==> src/rtl/fetch_stage_if.sv <==
// Instruction-memory and decode handshake bundle seen by the fetch stage.
// Signal suffixes are from the fetch stage's point of view.
interface fetch_stage_if #(
    parameter int unsigned XLEN = 32
);
    logic            imem_req_o;
    logic [XLEN-1:0] imem_addr_o;
    logic            imem_gnt_i;
    logic            imem_rvalid_i;
    logic [XLEN-1:0] imem_rdata_i;
    logic            instr_valid_o;
    logic [XLEN-1:0] instr_o;
    logic [XLEN-1:0] instr_pc_o;
    logic            instr_ready_i;

    modport master (
        output imem_req_o, imem_addr_o,
        input  imem_gnt_i, imem_rvalid_i, imem_rdata_i,
        output instr_valid_o, instr_o, instr_pc_o,
        input  instr_ready_i
    );

    modport slave (
        input  imem_req_o, imem_addr_o,
        output imem_gnt_i, imem_rvalid_i, imem_rdata_i,
        input  instr_valid_o, instr_o, instr_pc_o,
        output instr_ready_i
    );
endinterface

==> src/rtl/fetch_stage.sv <==
// Instruction fetch stage: credit-limited imem reads, in-order PC tag queue,
// instruction FIFO towards decode, and discard of stale responses after a flush.
module fetch_stage #(
    parameter int unsigned FIFO_DEPTH = 2,
    parameter int unsigned XLEN       = 32
) (
    input  logic            clk_i,
    input  logic            rst_n_i,
    input  logic [XLEN-1:0] pc_i,
    input  logic            stall_i,
    input  logic            flush_i,
    output logic            incr_pc_o,
    fetch_stage_if.master   bus
);
    localparam int unsigned CW = $clog2(FIFO_DEPTH + 1);
    localparam int unsigned SW = CW + 1;
    localparam int unsigned PW = (FIFO_DEPTH > 1) ? $clog2(FIFO_DEPTH) : 1;

    logic [CW-1:0]   r_outs;
    logic [CW-1:0]   r_discard;
    logic [CW-1:0]   r_cnt;
    logic [PW-1:0]   r_tag_wptr;
    logic [PW-1:0]   r_tag_rptr;
    logic [PW-1:0]   r_wptr;
    logic [PW-1:0]   r_rptr;
    logic [XLEN-1:0] r_tag       [FIFO_DEPTH];
    logic [XLEN-1:0] r_fifo_pc   [FIFO_DEPTH];
    logic [XLEN-1:0] r_fifo_instr[FIFO_DEPTH];

    logic w_credit;
    logic w_req;
    logic w_accept;
    logic w_rsp;
    logic w_push;
    logic w_valid;
    logic w_pop;

    function automatic logic [PW-1:0] ptr_inc(input logic [PW-1:0] p);
        return (p == PW'(FIFO_DEPTH - 1)) ? '0 : p + PW'(1);
    endfunction

    // Outstanding reads plus buffered entries never exceed the FIFO, so no response is lost.
    assign w_credit = (SW'(r_outs) + SW'(r_cnt)) < SW'(FIFO_DEPTH);
    assign w_req    = rst_n_i & ~stall_i & ~flush_i & w_credit;
    assign w_accept = w_req & bus.imem_gnt_i;
    assign w_rsp    = bus.imem_rvalid_i;
    assign w_push   = w_rsp & ~flush_i & (r_discard == '0);
    assign w_valid  = (r_cnt != '0) & ~flush_i;
    assign w_pop    = w_valid & bus.instr_ready_i;

    assign incr_pc_o         = w_accept;
    assign bus.imem_req_o    = w_req;
    assign bus.imem_addr_o   = rst_n_i ? pc_i : '0;
    assign bus.instr_valid_o = w_valid;
    assign bus.instr_o       = r_fifo_instr[r_rptr];
    assign bus.instr_pc_o    = r_fifo_pc[r_rptr];

    // In-flight and to-be-discarded response counters
    always_ff @(posedge clk_i or negedge rst_n_i) begin
        if (!rst_n_i) begin
            r_outs    <= '0;
            r_discard <= '0;
        end else begin
            r_outs <= r_outs + CW'(w_accept) - CW'(w_rsp);
            if (flush_i) begin
                r_discard <= r_outs - CW'(w_rsp);
            end else if (w_rsp && (r_discard != '0)) begin
                r_discard <= r_discard - CW'(1);
            end
        end
    end

    // PC tags of issued reads, popped in order as responses return
    always_ff @(posedge clk_i or negedge rst_n_i) begin
        if (!rst_n_i) begin
            r_tag_wptr <= '0;
            r_tag_rptr <= '0;
            for (int i = 0; i < int'(FIFO_DEPTH); i++) r_tag[i] <= '0;
        end else begin
            if (w_accept) begin
                r_tag[r_tag_wptr] <= pc_i;
                r_tag_wptr        <= ptr_inc(r_tag_wptr);
            end
            if (w_rsp) r_tag_rptr <= ptr_inc(r_tag_rptr);
        end
    end

    // Instruction FIFO towards decode; emptied by a flush
    always_ff @(posedge clk_i or negedge rst_n_i) begin
        if (!rst_n_i) begin
            r_cnt  <= '0;
            r_wptr <= '0;
            r_rptr <= '0;
            for (int i = 0; i < int'(FIFO_DEPTH); i++) begin
                r_fifo_pc[i]    <= '0;
                r_fifo_instr[i] <= '0;
            end
        end else if (flush_i) begin
            r_cnt  <= '0;
            r_wptr <= '0;
            r_rptr <= '0;
        end else begin
            if (w_push) begin
                r_fifo_pc[r_wptr]    <= r_tag[r_tag_rptr];
                r_fifo_instr[r_wptr] <= bus.imem_rdata_i;
                r_wptr               <= ptr_inc(r_wptr);
            end
            if (w_pop) r_rptr <= ptr_inc(r_rptr);
            r_cnt <= r_cnt + CW'(w_push) - CW'(w_pop);
        end
    end

    a_counters: assert property (@(posedge clk_i) disable iff (!rst_n_i)
        (r_discard <= r_outs) && (r_outs <= CW'(FIFO_DEPTH)));
    a_rvalid_outs: assert property (@(posedge clk_i) disable iff (!rst_n_i)
        bus.imem_rvalid_i |-> (r_outs != '0));
endmodule

==> src/flat_wrapper.sv <==
// flat-port wrapper written by rule: the top's interface ports become plain ports
module fetch_stage_flat 
#(
    parameter int unsigned FIFO_DEPTH = 2,
    parameter int unsigned XLEN       = 32
)
  (clk_i, rst_n_i, pc_i, stall_i, flush_i, incr_pc_o, bus_imem_req_o, bus_imem_addr_o, bus_imem_gnt_i, bus_imem_rvalid_i, bus_imem_rdata_i, bus_instr_valid_o, bus_instr_o, bus_instr_pc_o, bus_instr_ready_i);
  fetch_stage_if #(.XLEN(XLEN)) bus_i ();
  input  logic clk_i;
  input  logic rst_n_i;
  input  logic [XLEN-1:0] pc_i;
  input  logic stall_i;
  input  logic flush_i;
  output logic incr_pc_o;
  output wire logic [$bits(bus_i.imem_req_o)-1:0] bus_imem_req_o;
  output wire logic [$bits(bus_i.imem_addr_o)-1:0] bus_imem_addr_o;
  input wire logic [$bits(bus_i.imem_gnt_i)-1:0] bus_imem_gnt_i;
  input wire logic [$bits(bus_i.imem_rvalid_i)-1:0] bus_imem_rvalid_i;
  input wire logic [$bits(bus_i.imem_rdata_i)-1:0] bus_imem_rdata_i;
  output wire logic [$bits(bus_i.instr_valid_o)-1:0] bus_instr_valid_o;
  output wire logic [$bits(bus_i.instr_o)-1:0] bus_instr_o;
  output wire logic [$bits(bus_i.instr_pc_o)-1:0] bus_instr_pc_o;
  input wire logic [$bits(bus_i.instr_ready_i)-1:0] bus_instr_ready_i;
  assign bus_imem_req_o = bus_i.imem_req_o;
  assign bus_imem_addr_o = bus_i.imem_addr_o;
  assign bus_i.imem_gnt_i = bus_imem_gnt_i;
  assign bus_i.imem_rvalid_i = bus_imem_rvalid_i;
  assign bus_i.imem_rdata_i = bus_imem_rdata_i;
  assign bus_instr_valid_o = bus_i.instr_valid_o;
  assign bus_instr_o = bus_i.instr_o;
  assign bus_instr_pc_o = bus_i.instr_pc_o;
  assign bus_i.instr_ready_i = bus_instr_ready_i;
  fetch_stage #(.FIFO_DEPTH(FIFO_DEPTH), .XLEN(XLEN)) u_core (.clk_i(clk_i), .rst_n_i(rst_n_i), .pc_i(pc_i), .stall_i(stall_i), .flush_i(flush_i), .incr_pc_o(incr_pc_o), .bus(bus_i));
endmodule
==> config.mk <==
export PLATFORM = sky130hd
export DESIGN_NAME = fetch_stage_flat
export DESIGN_NICKNAME = d
export VERILOG_FILES = /design/src/rtl/fetch_stage_if.sv /design/src/rtl/fetch_stage.sv /design/src/flat_wrapper.sv
export SDC_FILE = /design/constraint.sdc
export NUM_CORES = 1
export LEC_CHECK = 0
export ABC_AREA = 1
export CAP_MARGIN = 5
export CORE_AREA = 4 4 144 146
export DETAILED_ROUTE_END_ITERATION = 12
export DIE_AREA = 0 0 148 150
export DONT_BUFFER_PORTS = 1
export SETUP_SLACK_MARGIN = 0.1
export SYNTH_ARGS = -nofsm -noshare
export SYNTH_HDL_FRONTEND = slang
export SYNTH_SLANG_ARGS = --single-unit
export TNS_END_PERCENT = 30
==> constraint.sdc <==
create_clock -name clk_i -period 2.8 [get_ports clk_i]
set_clock_uncertainty 0.05 [all_clocks]
set_input_delay 0.28 -clock clk_i [delete_from_list [all_inputs] [get_ports clk_i]]
set_output_delay 0.28 -clock clk_i [all_outputs]
set_load 0.005 [all_outputs]
# == Word-level counts from Yosys, hierarchy flattened ==
# Index checks and enable logic that the tools add are counted.
# totals
register_bits,202
out_inout_bits,99
elab_cells,83
# op_classes
addsub,11
order_cmp,7
mux,28
bitwise,14
n_reduce_logical,10
# ops
cell,n
2-to-1 mux 32 bit,12
bitwise mux 64 bit,3
demux 32 bit (select 1 bit),2
nonzero test 2 bit,5
AND 1 bit,8
greater-or-equal comparator 2 bit (second input constant),4
2-to-1 mux 1 bit,8
inverter 1 -> 2 bit,4
2-to-1 mux 2 bit,3
subtractor 2 x 1 -> 2 bit,3
adder 1 bit (second input constant),4
adder 2 x 1 -> 2 bit,2
less-than comparator 2 x 1 -> 1 bit (second input constant),2
adder 2 x 2 -> 3 bit,1
logical AND 1 bit,3
less-than comparator 3 x 2 -> 1 bit (second input constant),1
logical NOT 2 bit,1
inverter 1 bit,2
AND reduction 2 bit,1
subtractor 2 x 1 -> 2 bit (second input constant),1

# == Logic depth before layout (Yosys ltp) ==
# Gate-level depths: netlist of the first run.
# depth
word_depth,7
ltp_mapped,12
ltp_nobuf,11

# == Worst setup path before layout of the first run ==
# OpenSTA, ideal clock, no wires.
# synth_timing
kind,reg-to-reg
start,register u_core.r_outs[0]
end,register u_core.r_outs[1]
arrival_ns,2.013
required_ns,2.627
setup_slack_ns,0.615
stages_incl_launch_ff,13
period_less_slack_ns,2.185
cell_sequence,dfrtp_1 -> nand2_1 -> inv_1 -> fa_1 -> nor2_2 -> nand2_1 -> nor2_4 -> buf_6 -> nand2_1 -> ha_1 -> inv_1 -> ha_1 -> xnor2_1
# synth_via
elab_chain_cells,6
# synth_lines
item,line,source
"start, declared",fetch_stage.sv:19,logic [CW-1:0] r_outs;
"start signal, assigned",fetch_stage.sv:64,r_outs <= r_outs + CW'(w_accept) - CW'(w_rsp);
adder 2 x 2 -> 3 bit,fetch_stage.sv:43,assign w_credit = (SW'(r_outs) + SW'(r_cnt)) < SW'(FIFO_DEPTH);
less-than comparator 3 x 2 -> 1 bit,fetch_stage.sv:43,
AND 1 bit,fetch_stage.sv:44,assign w_req = rst_n_i & ~stall_i & ~flush_i & w_credit;
AND 1 bit,fetch_stage.sv:45,assign w_accept = w_req & bus.imem_gnt_i;
adder 2 x 1 -> 2 bit (*),fetch_stage.sv:64,
subtractor 2 x 1 -> 2 bit (*),fetch_stage.sv:64,
# Mark *: on every way between the ends. The rest lies on a longest branch, timed or not.
# A chain may end at the register's enable or synchronous reset.

# == Worst setup path in the final report of the first run ==
# layout_timing
start,register u_core.r_outs[0]
end,register u_core.r_tag[59] in the netlist's numbering
# layout_via
elab_chain_cells,4
# layout_lines
item,line,source
adder 2 x 2 -> 3 bit,fetch_stage.sv:43,
less-than comparator 3 x 2 -> 1 bit,fetch_stage.sv:43,
AND 1 bit,fetch_stage.sv:44,
AND 1 bit,fetch_stage.sv:45,
"end signal, assigned by index",fetch_stage.sv:81,r_tag[r_tag_wptr] <= pc_i;
"end, declared",fetch_stage.sv:26,logic [XLEN-1:0] r_tag [FIFO_DEPTH];
# Every way passes these cells.

==> impl_metrics.toml, run 1 <==
[floorplanning]
core_area_mm2 = 0.0194
num_rows = 51
ioPinCount = 170
chipHeight_um = 150
start_util_pct = 49.5
die_area_mm2 = 0.0222
die_width_um = 148

[finish]
regArea_mm2 = 0.00506
syn2layout_area_growth_pct = 15.9
fillers = 1866
fin_nets = 1330
multi_input_area_mm2 = 0.00351
mostFrequentLayoutCells = "nand2_1, dfrtp_1, inv_1"
mostFrequentLayoutCell = "nand2_1"
final_layout_size_suffix_gt1_share_pct = 5.92
n_antenna_cell = 0
final_core_util_pct = 57.3
final_area_mm2 = 0.0111
instances_no_fill = 1531

[detailed_routing]
drt_wl_total_um = 22600
drtIter0Drc = 596
wl_per_cell_um = 14.8
routed_via_density = 5.00
vias = 7660
drcViolationCount = 0
ant_nets = 0
first_pass_iters = 5

[setup_path]
critPathTopFamily = "buffers and inverters"
critPathArrivalTime_ns = 2.86
crit_chain = "nand2_1 > inv_1 > fa_1 > nor2_2 > nand2_1 > nor2_4 > buf_6 > nand4_1 > dlygate4sd3_1 > nand2_1"
crit_fanout = 42
worstPathRequired_ns = 3.19
critical_path.most_common_cell = "nand2_1"
start_kind = "register"
endpoint_kind = "register"
slowest_stage = "dlygate4sd3_1"
path_class = "register to register"
cp_slowest_stage_delay_ns = 0.58
crit_buf_inv = 3

[sta]
finalWorstSetupSlack_ns = 0.334
max_freq_mhz = 406
whs_ns = -0.574
timing.final.crit_share_pct = 88.1
setup_violations = 0
slew_headroom_pct = 51.4
worst_pin_slew_ns = 0.728
rsz0062_at_grt = "false"
fin_tns_setup_ns = 0
drv_slew = 0
finalHoldViolCount = 202
fin_crit_ns = 2.47

[placement]
port_buffers = 0
place_ws_ns = 0.649
hpwl_um = 13400
gp_congestion = 0.742
placedCellCount = 1415
post_dp_cell_area_mm2 = 0.00960

[hold_path]
hold_class = "input port to asynchronous set/reset pin"

[power_and_ir_drop]
peakVddDrop_v = 0.000462
switchingPower_mw = 3.60
pwr-share-seq_pct = 44.5
power_frac_comb_pct = 27.4
p_clk_share_pct = 28.1
p_leak_nw = 5.85
p_int_mw = 6.73
p_per_area_mw_per_mm2 = 929
switching_share_pct = 34.8
p_total_mw = 10.3

[cts]
cts_tree = "built"
htree_levels = 1
clkSinkCount = 202
hold_buffers = 78
root_buffer = "clkbuf_16"
path_clk_slew_ns = 0.06
cts_buffer_depth = 3
clock_latency_ns = 0.50
cts_buffers = 22

[yosys]
ys_seq_area_share_pct = 52.7
netlist_area_mm2 = 0.00960
synth_cell_types = 24
ys_warn_count = 0
synthCells = 1214
syn_nets = 1292
avgSynthCellArea_um2 = 7.90
ys_ff_latch = 202

[run]
cap_violations = 0

[global_route]
overflow = 0
antenna_found_initial = 0
grt.total_usage_pct = 20.3
grt_pass1_vias = 7185
grt_max_degree = 236
grt_pass1_wl_um = 37100

[outcome]
violations = "negative hold slack"
status = "finished with violations"
## worst reg2reg max path, stage by stage, from the launching register on
cell           delay, ns
dfrtp_1             0.39
nand2_1             0.07
inv_1               0.05
fa_1                0.49
nor2_2              0.10
nand2_1             0.09
nor2_4              0.12
buf_6               0.30
nand4_1             0.13
dlygate4sd3_1       0.58
nand2_1             0.06
## synth_stat cells
library cell  number  area (um2)
nand4_1           65         407
dfrtp_1          202        5050
buf_2             27         135
buf_6             17         191
o21ai_0          127         636
a21oi_1            3        15.0
nand2_1          527        1980
buf_4              7        52.6
nand2_2            3        18.8
clkbuf_1          24        90.1
o21ai_2           14         123
inv_2              2        7.51
nor2_2             2        12.5
buf_1              4        15.0
nor2_4             2        22.5
ha_1               6        75.1
nand3_1            2        10.0
xnor2_1            3        26.3
nand4_2            1        12.5
inv_1            145         544
fa_1               1        20.0
nor2_1             7        26.3
o21ai_1           21         105
xor2_1             2        17.5
## cells by family after synthesis
group | Yosys count | share of synthesized area (%)
AND/OR/NAND/NOR | 609 | 25.9
flip-flops | 202 | 52.7
buffers and inverters | 226 | 10.8
AO/OA/AOI/OAI | 165 | 9.15
adder cells (fa/ha/maj) | 7 | 0.991
XOR/XNOR | 5 | 0.456
## metal layers
layer / vias up / global-route usage, % / part of all wire [%]
met1: 3599 / 30.3 / 49
met4: 0 / 3.14 / 0.79
met2: 206 / 32.0 / 45
li1: 3841 / - / -
met3: 14 / 3.51 / 5.6
met5: - / 0 / 0
## worst paths after layout
kind                       slack (ns)  depth (start not counted)                    startpoint                             endpoint
setup reg to reg                 0.33                         10    u_core.r_outs[0]$_DFF_PN0_         u_core.r_tag[59]$_DFFE_PN0P_
min in group clk_i               0.10                          4             bus_imem_rvalid_i      u_core.r_discard[0]$_DFFE_PN0P_
hold / removal                  -0.57                          0                       rst_n_i  u_core.r_fifo_instr[55]$_DFFE_PN0P_
hold reg to reg                  0.42                          2  u_core.r_tag[60]$_DFFE_PN0P_         u_core.r_tag[60]$_DFFE_PN0P_
max in group asynchronous        2.91                          0                       rst_n_i          u_core.r_tag[8]$_DFFE_PN0P_
setup / recovery                 0.33                         10    u_core.r_outs[0]$_DFF_PN0_         u_core.r_tag[59]$_DFFE_PN0P_
## power by group through the flow
| stage | Clock [mW] | Combinational, mW | Sequential [mW] |
|---|---|---|---|
| after floorplan | 0 | 2.19 | 4.45 |
| after CTS | 2.99 | 2.87 | 4.59 |
| after global routing | 3.13 | 3.29 | 4.73 |
| final | 2.91 | 2.83 | 4.60 |
| after global placement | 0 | 2.69 | 4.61 |
| after detailed placement | 0 | 2.75 | 4.63 |
## area by class of cell
type	count	area share (%)
multi-input cells	786	31.5
inverters	147	4.96
well taps	265	2.98
clock buffers	31	5.70
clock inverters	7	0.866
flip-flops and latches	202	45.5
repair buffers	93	8.49
## what timing repair did
action,CTS,global route
hold endpoints to repair,338,202
gates resized for setup,0,1
buffers inserted,0,0
setup endpoints to repair,0,6
## sequential cells by signal (all words and copies together), names as in the netlist
register and flops:
u_core.r_tag_wptr 1, u_core.r_wptr 1, u_core.r_fifo_instr 64, u_core.r_outs 2, u_core.r_tag 64, u_core.r_discard 2
u_core.r_rptr 1, u_core.r_fifo_pc 64, u_core.r_cnt 2, u_core.r_tag_rptr 1
Power figures use the tool's default switching activity.
==> inputs of run 2 (changes only) <==
--- a/config.mk
+++ b/config.mk
@@ -11,6 +11,7 @@
 export DETAILED_ROUTE_END_ITERATION = 12
 export DIE_AREA = 0 0 148 150
 export DONT_BUFFER_PORTS = 1
+export HOLD_SLACK_MARGIN = 0.06
 export SETUP_SLACK_MARGIN = 0.1
 export SYNTH_ARGS = -nofsm -noshare
 export SYNTH_HDL_FRONTEND = slang
==> results of run 2 <==
The final DEF is identical to that of run 1; final timing and power are the same.
